[src/rtl/alu_pkg.sv]
// Shared constants for the sequential ALU: opcode values and FSM state encoding.
package alu_pkg;

  // Supported opcodes; every other code is reported as illegal.
  localparam int OP_ADD = 0;
  localparam int OP_SUB = 1;
  localparam int OP_MUL = 2;
  localparam int OP_AND = 3;
  localparam int OP_OR  = 4;

  // Control FSM states.
  typedef logic [1:0] state_t;
  localparam state_t ST_IDLE = 2'd0;
  localparam state_t ST_MUL  = 2'd1;
  localparam state_t ST_DONE = 2'd2;

endpackage

[src/rtl/alu_mul_iter.sv]
// Unsigned shift-add multiplier. The first partial product is folded into the
// load cycle, so product is final WIDTH cycles after start, while done is high.
module alu_mul_iter #(
  parameter int WIDTH = 32
) (
  input  logic               clk,
  input  logic               rst,
  input  logic               start,
  input  logic [WIDTH-1:0]   a,
  input  logic [WIDTH-1:0]   b,
  output logic               busy,
  output logic               done,
  output logic [2*WIDTH-1:0] product
);

  localparam int CW = $clog2(WIDTH);

  logic [2*WIDTH-1:0] acc_q, acc_d;
  logic [2*WIDTH-1:0] mcand_q, mcand_d;
  logic [WIDTH-1:0]   mplier_q, mplier_d;
  logic [CW-1:0]      cnt_q, cnt_d;
  logic               busy_q, busy_d;

  // Next-state: load (with bit 0 already applied), iterate, then idle holding the product.
  always_comb begin
    acc_d    = acc_q;
    mcand_d  = mcand_q;
    mplier_d = mplier_q;
    cnt_d    = cnt_q;
    busy_d   = busy_q;
    if (start) begin
      acc_d    = b[0] ? {{WIDTH{1'b0}}, a} : '0;
      mcand_d  = {{(WIDTH-1){1'b0}}, a, 1'b0};
      mplier_d = {1'b0, b[WIDTH-1:1]};
      cnt_d    = CW'(WIDTH-1);
      busy_d   = 1'b1;
    end else if (busy_q) begin
      if (cnt_q == '0) begin
        busy_d = 1'b0;
      end else begin
        if (mplier_q[0]) acc_d = acc_q + mcand_q;
        mcand_d  = mcand_q << 1;
        mplier_d = mplier_q >> 1;
        cnt_d    = cnt_q - CW'(1);
      end
    end
  end

  // State registers; reset clears the iteration counter and drops any run in progress.
  always_ff @(posedge clk) begin
    if (rst) begin
      acc_q    <= '0;
      mcand_q  <= '0;
      mplier_q <= '0;
      cnt_q    <= '0;
      busy_q   <= 1'b0;
    end else begin
      acc_q    <= acc_d;
      mcand_q  <= mcand_d;
      mplier_q <= mplier_d;
      cnt_q    <= cnt_d;
      busy_q   <= busy_d;
    end
  end

  assign busy    = busy_q;
  assign done    = busy_q && (cnt_q == '0);
  assign product = acc_q;

endmodule

[src/rtl/alu_seq.sv]
// Sequential ALU with valid/ready handshakes. One request in flight at a time;
// single-cycle ops complete in one cycle, MUL uses the iterative multiplier.
module alu_seq
  import alu_pkg::*;
#(
  parameter int WIDTH = 32,
  parameter int OPW   = 4
) (
  input  logic             clk,
  input  logic             rst,
  input  logic             in_valid,
  output logic             in_ready,
  input  logic [OPW-1:0]   op,
  input  logic [WIDTH-1:0] oper1,
  input  logic [WIDTH-1:0] oper2,
  output logic             out_valid,
  input  logic             out_ready,
  output logic [WIDTH-1:0] result,
  output logic             overflow,
  output logic             zero,
  output logic             illegal
);

  state_t           state_q, state_d;
  logic [OPW-1:0]   op_q, op_d;
  logic [WIDTH-1:0] a_q, a_d, b_q, b_d;

  logic               accept;
  logic               mul_busy, mul_done;
  logic [2*WIDTH-1:0] mul_prod;

  logic [WIDTH-1:0] sum, diff, res_c;
  logic             ovf_c, ill_c;

  assign in_ready = (state_q == ST_IDLE);
  assign accept   = in_valid && in_ready;

  alu_mul_iter #(.WIDTH(WIDTH)) u_mul (
    .clk     (clk),
    .rst     (rst),
    .start   (accept && (op == OPW'(OP_MUL))),
    .a       (oper1),
    .b       (oper2),
    .busy    (mul_busy),
    .done    (mul_done),
    .product (mul_prod)
  );

  // FSM next state and operand capture at acceptance.
  always_comb begin
    state_d = state_q;
    op_d    = op_q;
    a_d     = a_q;
    b_d     = b_q;
    case (state_q)
      ST_IDLE: if (accept) begin
        op_d    = op;
        a_d     = oper1;
        b_d     = oper2;
        state_d = (op == OPW'(OP_MUL)) ? ST_MUL : ST_DONE;
      end
      // An idle multiplier while in MUL can only mean a lost run; don't strand the FSM.
      ST_MUL:  if (mul_done || !mul_busy) state_d = ST_DONE;
      ST_DONE: if (out_ready) state_d = ST_IDLE;
      default: state_d = ST_IDLE;
    endcase
  end

  // Control and captured-request registers.
  always_ff @(posedge clk) begin
    if (rst) begin
      state_q <= ST_IDLE;
      op_q    <= '0;
      a_q     <= '0;
      b_q     <= '0;
    end else begin
      state_q <= state_d;
      op_q    <= op_d;
      a_q     <= a_d;
      b_q     <= b_d;
    end
  end

  assign sum  = a_q + b_q;
  assign diff = a_q - b_q;

  // Result and flags from the captured request; stable in DONE since nothing feeding them moves.
  always_comb begin
    res_c = '0;
    ovf_c = 1'b0;
    ill_c = 1'b0;
    case (op_q)
      OPW'(OP_ADD): begin
        res_c = sum;
        ovf_c = (a_q[WIDTH-1] == b_q[WIDTH-1]) && (sum[WIDTH-1] != a_q[WIDTH-1]);
      end
      OPW'(OP_SUB): begin
        res_c = diff;
        ovf_c = (a_q[WIDTH-1] != b_q[WIDTH-1]) && (diff[WIDTH-1] != a_q[WIDTH-1]);
      end
      OPW'(OP_MUL): begin
        res_c = mul_prod[WIDTH-1:0];
        ovf_c = |mul_prod[2*WIDTH-1:WIDTH];
      end
      OPW'(OP_AND): res_c = a_q & b_q;
      OPW'(OP_OR):  res_c = a_q | b_q;
      default:      ill_c = 1'b1;
    endcase
  end

  // Outputs only carry meaning in DONE; elsewhere they read as zero.
  assign out_valid = (state_q == ST_DONE);
  assign result    = out_valid ? res_c : '0;
  assign overflow  = out_valid && ovf_c;
  assign illegal   = out_valid && ill_c;
  assign zero      = out_valid && (res_c == '0);

endmodule

[config.mk]
export PLATFORM = sky130hd
export DESIGN_NAME = alu_seq
export DESIGN_NICKNAME = d
export VERILOG_FILES = /design/src/rtl/alu_pkg.sv /design/src/rtl/alu_mul_iter.sv /design/src/rtl/alu_seq.sv
export SDC_FILE = /design/constraint.sdc
export NUM_CORES = 1
export LEC_CHECK = 0
export CORE_ASPECT_RATIO = 1.4
export CORE_MARGIN = 1.5
export CORE_UTILIZATION = 30
export CTS_CLUSTER_SIZE = 14
export DETAILED_ROUTE_END_ITERATION = 7
export GPL_TIMING_DRIVEN = 0
export SETUP_SLACK_MARGIN = 0.3
export SLEW_MARGIN = 15
export SYNTH_ARGS = -nofsm -noshare
export SYNTH_HDL_FRONTEND = slang
export SYNTH_SLANG_ARGS = --single-unit
[constraint.sdc]
create_clock -name clk -period 6.1 [get_ports clk]
set_clock_uncertainty 0.15 [all_clocks]
set_input_delay 1.22 -clock clk [delete_from_list [all_inputs] [get_ports clk]]
set_output_delay 1.22 -clock clk [all_outputs]
set_load 0.05 [all_outputs]
After elaboration in Yosys (flattened, before gate mapping)
Cells that the tools add are included.

Muxes and demuxes: 26. Add/sub/neg operators: 4. Eq/ne operators: 15. Reduce and logical (&&, ||, !) cells: 24. Bitwise logic cells: 3.

Operator list (count): two-way mux 64 bit (4); case mux 32 bit (5 select lines) (1); two-way mux 33 bit (3); two-way mux 31 bit (3); adder 64 bit (1); two-way mux 32 bit (2); adder 32 bit (1); AND 32 bit (1); zero test 32 bit (1); bitwise OR 32 bit (1); OR reduction 32 bit (1); subtractor 32 bit (1); two-way mux 5 bit (3); == test 4 x 2 -> 1 bit, second input constant (3); logical AND 1 bit (8); two-way mux 2 bit (4); != test 2 x 1 -> 1 bit, second input constant (3); case mux 2 bit (3 select lines) (1); AND reduction 2 bit (3); AND reduction 3 bit (2); zero test 5 bit (1); OR reduction 5 bit (1); subtractor 5 x 1 -> 5 bit, second input constant (1); == test 4 x 1 -> 1 bit, second input constant (1); other kinds (15) (21).

Output and inout bits: 37. Word-level logic and storage cells: 82. Register bits: 234. Input bits: 72.

Depth between registers and ports, before layout
Word-level depth: 5. Mapped depth: 16.

Modules after synthesis
A second synthesis with hierarchy kept.

Cells, all modules: 2646. Area, all modules: 18966.9 µm².

Modules (own cells, without submodules): alu_mul_iter (area an instance 10198.5 µm², times used 1, seq. area each 3283.1 µm², cells each 1386); alu_seq (area an instance 8768.4 µm², times used 1, seq. area each 1401.3 µm², cells each 1260).

Worst setup path after synthesis
Ideal clock, no wire load.

Kind: register -> output. From: reg a_q[2]. To: out overflow. Cell stages (with the launch flop): 16. Arrival: 4421 ps. Setup slack: 309 ps. Cell sequence: dfxtp_1 -> inv_1 -> ha_1 -> buf_6 -> or3_4 -> a311o_1 -> a2111oi_4 -> o211ai_2 -> a2111o_1 -> a21oi_2 -> a21oi_2 -> o31ai_2 -> nor2_1 -> xnor2_1 -> a41oi_1 -> nor3_1.

Cells in the longest elaborated chain, start to end: 5. Elaborated cells on any way between the ends: 8. Classes of those cells: add/sub (2); eq/ne (2); mux (1); reduce/logical (3).

Ends and longest elaborated chain: start: declaration (RTL line alu_seq.sv:26) `logic [WIDTH-1:0] a_q, a_d, b_q, b_d;`; start signal: assignment (RTL line alu_seq.sv:74) `a_q <= '0;`; start signal: assignment (RTL line alu_seq.sv:79) `a_q <= a_d;`; subtractor 32 bit or adder 32 bit (tied branches) (RTL line alu_seq.sv:85, alu_seq.sv:84); != test 1 bit, on equally long branches (RTL line alu_seq.sv:99, alu_seq.sv:95); logical AND 1 bit, on equally long branches (RTL line alu_seq.sv:99, alu_seq.sv:95); case mux 1 bit (3 select lines) (*) (RTL line alu_seq.sv:92) `case (op_q)`; logical AND 1 bit (*) (RTL line alu_seq.sv:114) `assign overflow = out_valid && ovf_c;`; end: declaration (RTL line alu_seq.sv:19) `output logic overflow,`.

Mark *: on every way between the ends. The rest lies on a longest branch, timed or not.

Worst setup path after layout
From: reg a_q[2]. To: out zero.

Cells in the longest elaborated chain, start to end: 4. Elaborated cells on any way between the ends: 7. Classes of those cells: add/sub (2); mux (1); bitwise (2); reduce/logical (2).

Ends and longest elaborated chain: subtractor 32 bit, or another cell as far along (RTL line alu_seq.sv:85) `assign diff = a_q - b_q;`; case mux 32 bit (5 select lines) (*) (RTL line alu_seq.sv:92); zero test 32 bit (*) (RTL line alu_seq.sv:116) `assign zero = out_valid && (res_c == '0);`; logical AND 1 bit (*) (RTL line alu_seq.sv:116); end: declaration (RTL line alu_seq.sv:20) `output logic zero,`.

Marks and branches as above.

==> results_dict.tcl <==
set metrics [dict create \
    p_leak_nw 8.155 \
    grtUsageTotal_pct 22.44 \
    reg2reg_from "u_mul.product[10]" \
    ys_types 87 \
    p_total_mw 4.309 \
    p_int_mw 2.930 \
    wirelength_mm 70.20 \
    grt_pass1_wl_mm 105.1 \
    synth_top_area_share_pct 26.78 \
    cts_buffers 24 \
    min_period_over_period_pct 99.83 \
    grt.overflow.total 0 \
    synth_most_common_cell "nand2_1" \
    cp-startpoint "a_q[2]" \
    worst_slew_pin_slew_ns 0.9934 \
    arrival_ns 4.72 \
    layout-drive-gt1-share_pct 9.034 \
    syn_avg_cell_area_um2 7.327 \
    rsz0062_at_grt "yes" \
    synthesis.instances 2387 \
    cts_root_buf "clkbuf_16" \
    switching_share_pct 31.99 \
    status "finished clean" \
    slew_violations 0 \
    finalHoldViolCount 0 \
    hpwl_mm 56.50 \
    cp-start-kind "flop" \
    holdCritPathClass "flop to flop" \
    initial_core_util_pct 30.41 \
    netlist_top_cells_count "464 x nand2_1, 256 x a21oi_1, 234 x dfxtp_1" \
    clkSlewWorstSetupHoldPaths_ns 0.06 \
    num_vias 18459 \
    synth_edf_count 0 \
    core_area_mm2 0.05752 \
    switching_power_mw 1.378 \
    antenna_found_initial 4 \
    syn_nets 2629 \
    timing.hold.ws_ns 0.3280 \
    worst_slew_margin_rel_pct 32.84 \
    area_growth_pct 21.13 \
    critPathCaptureType "primary output" \
    die_y_um 288.7 \
    die_w_um 207.1 \
    crit_type "flop to primary output" \
    fmax_mhz 164.2 \
    drc 0 \
    io_pins 109 \
    p_clk_share_pct 37.4 \
    hold_buffers 0 \
    critPathRequiredTime_ns 4.73 \
    fin_nets 2794 \
    crit_fanout 4 \
    fin_ws_ns 0.01056 \
    irDropWorstVdd_mv 0.1835 \
    synth_area_leaders "dfxtp_1 27%, ha_1 12%, nand2_1 10%" \
    htreeDepth 1 \
    grt_pass1_vias 18266 \
    power_frac_seq_pct 37.4 \
    gp_congestion 0.9406 \
    synthArstFlopShare_pct 0 \
    p_comb_share_pct 25.2 \
    clockBufferDepth 3 \
    port_buffers 107 \
    yosysTopAreaCell "dfxtp_1" \
    antenna_left 0 \
    fin_util_pct 36.83 \
    clock_latency_ns 0.54 \
    seq_area_frac_synth_pct 26.78 \
    period_needed_ns 6.089 \
    synth_top_flop_cell "dfxtp_1" \
    drtIter0Drc 1518 \
    cts_tree "built" \
    routedWlPerCell_um 21.21 \
    final-setup-viol-count 0 \
    vias_per_cell 5.577 \
    p_per_area_mw_per_mm2 203.4 \
    row_count 104 \
    fp.dieArea_mm2 0.05978 \
    clock-sinks 234 \
    worstHoldStart "u_mul.mcand_q[43]" \
    diodes 0 \
    netlist_area_mm2 0.01749 \
    cap_violations 0 \
    grt_max_degree 15 \
    drt_pass1_iterations 6 \
    ys_seq_elements 234 \
    pre_cts_slack_ns -1.059 \
    yosysWarnings 0 \
]
-- timing repair --
action / 4_1_cts / 5_1_grt
endpoints found under the setup margin: 22 / 16
pin swaps: 36 / 29
resized for setup: 162 / 68
buffers inserted: 28 / 2
-- kinds of logic after synthesis --
| group | synth area share (%) |
|---|---|
| mux | 0.5294 |
| xor+xnor | 3.956 |
| flops | 26.78 |
| compound gates | 28.07 |
| fa+ha+maj | 12.29 |
| buf+inv | 5.716 |
| simple gates | 22.65 |
-- worst max-delay path, cell delays in order, from the launching register on --
cell and delay (ns):
dfxtp_2 0.34, inv_2 0.05, ha_4 0.23, buf_6 0.11, or3_4 0.32, a311o_2 0.42
a2111oi_4 0.32, buf_6 0.19, o211ai_4 0.13, a2111o_1 0.50, a21oi_4 0.18, a21oi_2 0.09
buf_4 0.13, o211a_1 0.21, a32o_1 0.20, o31a_1 0.15, and4_1 0.18, and4bb_2 0.27
buf_8 0.16
-- area by class of cell --
cell class | instances | area, um2
multi-input combinational | 1890 | 12310
sequential | 234 | 4715
clock buffer | 32 | 681.9
inverter | 118 | 442.9
timing repair buffer | 139 | 1316
fill | 6073 | 36330
tap | 742 | 928.4
buffer | 145 | 620.6
clock inverter | 10 | 168.9
-- per-stage QoR --
| stage | setup TNS [ns] | area, um2 | std cells |
|---|---|---|---|
| after floorplan | 0 | 17490 | 2387 |
| after global placement | -2.422 | 19490 | 3236 |
| after detailed placement | -2.659 | 19510 | 3238 |
| after CTS | -0.05816 | 20980 | 3308 |
| after global routing | -0.2002 | 21190 | 3310 |
| final | 0 | 21190 | 3310 |
-- power by group through the flow --
| stage | Sequential, mW | Clock [mW] | Combinational (mW) |
|---|---|---|---|
| 2_1_floorplan | 1.63 | 0 | 0.597 |
| 3_3_place_gp | 1.64 | 0 | 0.928 |
| 3_5_place_dp | 1.64 | 0 | 0.933 |
| 4_1_cts | 1.61 | 1.63 | 1.03 |
| 5_1_grt | 1.62 | 1.68 | 1.16 |
| 6_report | 1.61 | 1.61 | 1.08 |
-- final timing paths --
check,slack (ns),cells past startpoint,to
worst min-delay path,0.33,2,u_mul.mcand_q[44]
worst max-delay path,0.01,18,zero
worst min register to register,0.33,2,u_mul.mcand_q[44]
worst max register to register,1.41,14,u_mul.product[63]
-- flip-flops by register name (all words and copies together) (netlist names) --
register        cells
u_mul.mplier_q     31
u_mul.cnt_q         5
state_q             2
b_q                32
op_q                4
a_q                32
u_mul.busy          1
u_mul.mcand_q      63
u_mul.product      64
-- cell usage in the layout (no fill, tap or decap), types with 17 or more instances in the layout --
master	n
clkbuf_1	104
buf_1	19
a221oi_1	19
a311oi_1	66
and2_1	17
clkbuf_16	25
nor2b_1	18
ha_1	160
o21ai_0	103
a21o_1	41
xor2_1	30
clkbuf_2	20
dfxtp_2	18
a21oi_1	249
nand4_1	18
nand2_1	462
o21bai_1	21
nor3_1	40
clkdlybuf4s50_1	94
inv_1	113
xnor2_1	47
a222oi_1	21
dfxtp_1	214
nor2_1	205
buf_4	28
nand3_1	35
-- layer usage --
metal / GRT usage, % / vias up / part of all wire (%)
met5: 0 / - / 0.070
met4: 14.11 / 8 / 6.8
met1: 24.09 / 8724 / 38
li1: - / 8871 / -
met3: 2.251 / 204 / 5.0
met2: 42.05 / 652 / 51
No activity file was read; power rests on OpenSTA's default activity.
